### src/rtl/hs32_decode1_pipe.sv
// HS32 first decode stage: decodes one instruction per accept and scans downstream stages for hazards.
// One-cycle latency into a skid-free output register; ready_o drops on stall, flush or a blocked output.
module hs32_decode1_pipe #(
   parameter  int XLEN   = 32,
   parameter  int NSTAGE = 2,
   parameter  int CNTW   = 16,
   localparam int SHW    = $clog2(XLEN)
) (
   input  logic                  clk_i,
   input  logic                  rst_ni,
   input  logic                  valid_i,
   output logic                  ready_o,
   input  logic [31:0]           instr_i,
   input  logic                  flush_i,
   output logic [3:0]            rp_addr_o,
   input  logic [XLEN-1:0]       rp_data_i,
   input  logic [4*NSTAGE-1:0]   hz_rd_i,
   input  logic [NSTAGE-1:0]     hz_vld_i,
   input  logic [NSTAGE-1:0]     hz_late_i,
   output logic                  valid_o,
   input  logic                  ready_i,
   output logic [3:0]            rd_o,
   output logic [3:0]            rm_o,
   output logic [XLEN-1:0]       d2_o,
   output logic [SHW-1:0]        shl_o,
   output logic [SHW-1:0]        shr_o,
   output logic                  sext_o,
   output logic                  maskl_o,
   output logic                  maskr_o,
   output logic [4:0]            opc_o,
   output logic [NSTAGE-1:0]     fwd_o,
   output logic                  ud_o,
   output logic [CNTW-1:0]       stall_cnt_o
);

   logic [5:0]  opcode;
   logic [3:0]  rd, rm, rn;
   logic [4:0]  sh;
   logic [1:0]  dir;
   logic [15:0] imm;
   logic        renc, ror;

   assign opcode = instr_i[31:26];
   assign rd     = instr_i[25:22];
   assign rm     = instr_i[21:18];
   assign rn     = instr_i[17:14];
   assign sh     = instr_i[13:9];
   assign dir    = instr_i[8:7];
   assign imm    = instr_i[15:0];
   assign renc   = opcode[4];
   assign ror    = &dir;

   assign rp_addr_o = rn;

   logic [NSTAGE-1:0] hit;
   logic [NSTAGE-1:0] fwd_d;
   logic              stall;
   logic              out_free;
   logic              accept;

   always_comb begin
      hit = '0;
      for (int k = 0; k < NSTAGE; k++) begin
         hit[k] = renc && hz_vld_i[k] && (hz_rd_i[4*k +: 4] == rn);
      end
   end

   assign stall = valid_i && (|(hit & hz_late_i));

   // Walk oldest to youngest so the youngest forwarding stage wins.
   always_comb begin
      fwd_d = '0;
      for (int k = NSTAGE - 1; k >= 0; k--) begin
         if (hit[k] && !hz_late_i[k]) begin
            fwd_d    = '0;
            fwd_d[k] = 1'b1;
         end
      end
   end

   assign out_free = !valid_o || ready_i;
   assign ready_o  = out_free && !stall && !flush_i;
   assign accept   = valid_i && ready_o;

   logic [31:0]     sh_m;
   logic [SHW-1:0]  shl_d, shr_d;
   logic [XLEN-1:0] d2_d;

   always_comb begin
      sh_m  = 32'(sh) % 32'(XLEN);
      shl_d = SHW'(sh_m);
      shr_d = ror ? SHW'((32'(XLEN) - sh_m) % 32'(XLEN)) : SHW'(sh_m);
      d2_d  = renc ? rp_data_i : {{(XLEN-16){imm[15]}}, imm};
   end

   function automatic logic ud_of(input logic [5:0] op);
      logic u;
      casez (op)
         6'b0?10??: u = 1'b0;
         6'b00000?: u = 1'b0;
         6'b1?0???: u = 1'b0;
         6'b1?1010: u = 1'b0;
         6'b1?1100: u = 1'b0;
         6'b010001: u = 1'b0;
         6'b010010: u = 1'b0;
         6'b010011: u = 1'b0;
         default:   u = 1'b1;
      endcase
      return u;
   endfunction

   logic              valid_q;
   logic [3:0]        rd_q, rm_q;
   logic [XLEN-1:0]   d2_q;
   logic [SHW-1:0]    shl_q, shr_q;
   logic              sext_q, maskl_q, maskr_q;
   logic [4:0]        opc_q;
   logic [NSTAGE-1:0] fwd_q;
   logic              ud_q;
   logic [CNTW-1:0]   cnt_q;

   always_ff @(posedge clk_i or negedge rst_ni) begin
      if (!rst_ni) begin
         valid_q <= 1'b0;
         rd_q    <= '0;
         rm_q    <= '0;
         d2_q    <= '0;
         shl_q   <= '0;
         shr_q   <= '0;
         sext_q  <= 1'b0;
         maskl_q <= 1'b0;
         maskr_q <= 1'b0;
         opc_q   <= '0;
         fwd_q   <= '0;
         ud_q    <= 1'b0;
      end else begin
         if (flush_i) begin
            valid_q <= 1'b0;
         end else if (out_free) begin
            valid_q <= accept;
         end
         if (accept) begin
            rd_q    <= rd;
            rm_q    <= rm;
            d2_q    <= d2_d;
            shl_q   <= shl_d;
            shr_q   <= shr_d;
            sext_q  <= (dir == 2'b10);
            maskl_q <= !ror;
            maskr_q <= |dir;
            opc_q   <= {opcode[5], opcode[3:0]};
            fwd_q   <= fwd_d;
            ud_q    <= ud_of(opcode);
         end
      end
   end

   always_ff @(posedge clk_i or negedge rst_ni) begin
      if (!rst_ni) begin
         cnt_q <= '0;
      end else if (stall && !flush_i && (cnt_q != {CNTW{1'b1}})) begin
         cnt_q <= cnt_q + 1'b1;
      end
   end

   assign valid_o     = valid_q;
   assign rd_o        = rd_q;
   assign rm_o        = rm_q;
   assign d2_o        = d2_q;
   assign shl_o       = shl_q;
   assign shr_o       = shr_q;
   assign sext_o      = sext_q;
   assign maskl_o     = maskl_q;
   assign maskr_o     = maskr_q;
   assign opc_o       = opc_q;
   assign fwd_o       = fwd_q;
   assign ud_o        = ud_q;
   assign stall_cnt_o = cnt_q;

endmodule

### config.mk
export PLATFORM = sky130hd
export DESIGN_NAME = hs32_decode1_pipe
export DESIGN_NICKNAME = d
export VERILOG_FILES = /design/src/rtl/hs32_decode1_pipe.sv
export SDC_FILE = /design/constraint.sdc
export NUM_CORES = 1
export LEC_CHECK = 0
export CAP_MARGIN = 10
export CORE_MARGIN = 3
export CORE_UTILIZATION = 45
export DETAILED_ROUTE_END_ITERATION = 16
export PLACE_DENSITY = 0.86
export SLEW_MARGIN = 10
export SYNTH_ARGS = -nofsm -noshare
export SYNTH_HDL_FRONTEND = slang
export SYNTH_SLANG_ARGS = --single-unit
### constraint.sdc
create_clock -name clk_i -period 3.5 [get_ports clk_i]
set_clock_uncertainty 0.1 [all_clocks]
set_input_delay 0.7 -clock clk_i [delete_from_list [all_inputs] [get_ports clk_i]]
set_output_delay 0.7 -clock clk_i [all_outputs]
set_load 0.01 [all_outputs]
==> metrics.sh <==
OUTCOME='finished clean'
DPL.CELL_COUNT=587
RSZ0062_AT_GRT='no'
MAPPEDNETLISTNETS=422
CTS_POST_SETUP_BUFFERS_INSERTED=0
ROUTED-VIA-COUNT=3104
INITIAL_ANTENNA_VIOLATION_COUNT=0
FINAL_ANTENNA_NET_COUNT=0
SETUP.WORST_PATH.START_CLASS='input port'
SYNTHDOMINANTAREACELLTYPE='sky130_fd_sc_hd__dfrtp_1'
SYNTH_AREA_MM2=0.00360
PATH_CELLS='clkdlybuf4s50_1 > xor2_1 > nor3_2 > nand3_2 > and2_4 > inv_1 > a211oi_1 > dlymetal6s2s_1'
IOS=164
DRT_WL_TOTAL_UM=9900
POST-ROUTE-MIN-PERIOD_PS=3040
POWERDENSITY_mW_PER_MM2=436
LAYOUT.CELLS.NON_FILLER=603
FP.DIEAREA_MM2=0.00911
SYNTH.CELLS.MOST_FREQUENT='77 x sky130_fd_sc_hd__dfrtp_1, 53 x sky130_fd_sc_hd__nand2_1, 42 x sky130_fd_sc_hd__o21ai_0'
DETAILEDROUTE.FIRSTPASSITERATIONCOUNT=4
CRITICAL-PATH-TOP-DELAY-FAMILY='buffers and inverters'
CRITICAL_PATH.N_BUFFERS_INVERTERS=3
NUMBER_OF_LOGIC_STAGES_ON_THE_CRITICAL_PATH_INCLUDING_BUFFERING=8
WIDTH_OF_THE_DIE_UM=95.4
PATH_CLK_SLEW_PS=80
WIRE_PER_INST_UM=16.4
VIAS_PER_CELL=5.15
POSTSYNTHREGISTERBITS=77
FILL_CELLS=525
TIMING.REG2REG.WORST_PATH_DEPTH=6
KIND_OF_CRITICAL_PATH='in2out'
TIMING.HOLD.WORST_PATH_DEPTH=2
WORST_PIN_SLEW_PS=954
TOTALPOWERFINAL_uW=2400
CTS.SINK_COUNT=77
YOSYS_WARNINGS=0
SYNTH_SEQUENTIAL_AREA_RATIO_PCT=53.5
CLK_ROOT_BUFFER_CELL='sky130_fd_sc_hd__clkbuf_8'
SHARE_OF_LAYOUT_CELLS_ABOVE_DRIVE_STRENGTH_1_PCT=11.1
CRIT_PATH_END_KIND='output port'
MAX-CAP-VIOLATIONS=0
CRITPATHMAXSTAGEDELAY_PS=470
GRT_REMAINING_OVERFLOW=0
TIMING_HOLD_VIOLATIONS_FINAL=0
DR.FIRST_ITER.DRC_COUNT=81
SLEW_HEADROOM_PCT=36.4
TRACK_USAGE_PCT=22.3
ANTENNA_CELLS=0
SETUP_VIOL=0
SYNTH_CELLS=339
SYNTH.AREA.TOP_CELLS='sky130_fd_sc_hd__dfrtp_1 54%, sky130_fd_sc_hd__o21ai_0 5.8%, sky130_fd_sc_hd__mux2_2 5.6%'
H_TREE_DEPTH=3
SYNTH_TOP_CELL_AREA_SHARE_PCT=53.5
FINAL_NETS=582
DIE_Y_UM=95.4
VDD_DROP_MAX_V=0.000312
REPORT.FINAL.SLEW_VIOL_COUNT=0
NUMBER_OF_ENABLE_FLIP_FLOP_CELLS_AFTER_SYNTHESIS=0
CRITICAL_PATH_TOP_DELAY_CELL='sky130_fd_sc_hd__clkdlybuf4s50_1'
FLOORPLAN.INITIALDENSITY_PCT=48.1
CTS_MAX_PATH_BUFS=2
SYNTH_CELL_TYPES=36
TRITONCTS='built'
NUMBER_OF_BUFFERS_INSERTED_FOR_HOLD_REPAIR_AFTER_CLOCK_TREE_SYNTHESIS=0
FINISH.UTILIZATION_PCT=73.6
COUNT_OF_UNRESOLVED_DRC_VIOLATIONS_AFTER_ROUTING=0
ARRIVAL_PS=2240
CRITPATHLAUNCH='instr_i[16]'
CRITICAL_PATH_PEAK_FANOUT=3
CLASS_OF_THE_MOST_CRITICAL_HOLD_TIMING_PATH='reg2reg'
CORE_AREA_MM2=0.00749
WORSTHOLDSTART='d2_o[12]'
P_LEAK_uW=0.00238
SETUP_TNS_AFTER_FINAL_LAYOUT_PS=0
FIN_CRIT_SH_PCT=86.9
CLK_LATENCY_PS=340
ASYNCSETRESETFLOPFRACSYNTH_PCT=100
GRT_MAX_DEGREE=78
SYNTHFLOPTYPE='sky130_fd_sc_hd__dfrtp_1'
HPWLAFTERDP_UM=7320
FMAX_MHz=329
GP_CONGESTION=0.776
GRT_PASS1_VIAS=3196
CLOCK_BUFFERS_CREATED_BY_TRITONCTS=9
SYN_TO_FINAL_GROWTH_PCT=53.2
CRITICAL_PATH_REQUIRED_PS=2700
SYN_AREA_PER_CELL_UM2=10.6
GRT_PASS1_WL_UM=15600
YOSYSMOSTFREQUENTCELL='sky130_fd_sc_hd__dfrtp_1'
REG2REG_FROM='stall_cnt_o[0]'
FLOORPLAN.ROWS=31
PORT_BUFFERS=163
## worst reg2reg max path, delay by kind of cell (launching register included)
family                     cells  cell delay (ps)
adders and majority gates      1              250
AOI/OAI and AO/OA              1              400
DFF                            1              440
and+or+nand+nor                3              380
muxes                          1              390
## timing repair
item	in CTS	in global routing
resized for setup	0	1
hold endpoints to repair	0	0
endpoints found under the setup margin	0	1
## logic make-up (layout without fill, tap and decap cells)
| group | count (synthesis) | count (layout) | share of synthesized area, % |
|---|---|---|---|
| and+or+nand+nor | 100 | 100 | 13.8 |
| DFF | 77 | 77 | 53.5 |
| AOI/OAI and AO/OA | 72 | 72 | 11.3 |
| muxes | 35 | 35 | 10.4 |
| buffers and inverters | 28 | 193 | 4.21 |
| xor gates and xnor gates | 25 | 25 | 6.08 |
| adders and majority gates | 2 | 2 | 0.695 |
## registers in the layout, summed over array words and instances (netlist names)
| signal | cells |
|---|---|
| maskr_o | 1 |
| rd_o | 4 |
| maskl_o | 1 |
| shr_o | 4 |
| fwd_o | 2 |
| stall_cnt_o | 16 |
| valid_o | 1 |
| opc_o | 5 |
| sext_o | 1 |
| ud_o | 1 |
| d2_o | 32 |
| rm_o | 4 |
| shl_o | 5 |
## routing by layer
metal	part of all wire (%)	track usage, %
met3	12	10.6
met1	39	26.1
met4	1.2	5.69
met2	48	36.9
met5	0	0
## layout by cell type, fill, tap and decap left out, drive strengths merged, types with 12 or more instances in the layout
cell type	count
o21ai	42
mux2i	17
a21oi	19
xnor2	15
nand2	53
buf	12
mux2	18
dfrtp	77
clkdlybuf4s50	160
nor2	14
## stage by stage
step                      instance area, µm²  hold WS, ps  worst slack, ps
final                                   5510          384              459
after floorplan                         3600          304              907
after global placement                  5310          362              155
after detailed placement                5310          369             78.9
after CTS                               5510          386             70.7
after global routing                    5510          411              356
## where the power goes
group	internal (µW)	switching, µW
clock network	351	338
registers	1010	67.2
logic	377	263
## final timing paths
kind                              endpoint  slack [ps]
max                                ready_o         460
min in group asynchronous  stall_cnt_o[13]         420
max in group asynchronous          maskl_o        2280
min                               d2_o[12]         380
min reg2reg                       d2_o[12]         380
max reg2reg                 stall_cnt_o[1]        1420
## final cells by class
class	count	area, µm²	share of cell area [%]
multi-input combinational	234	1530	27.8
sequential	77	1930	35.0
clock inverter	5	58.8	1.07
tap	99	124	2.25
clock buffer	11	141	2.56
inverter	4	15.0	0.272
timing repair buffer	173	1710	31.1
Note: power is estimated with default switching activity, not from simulation.
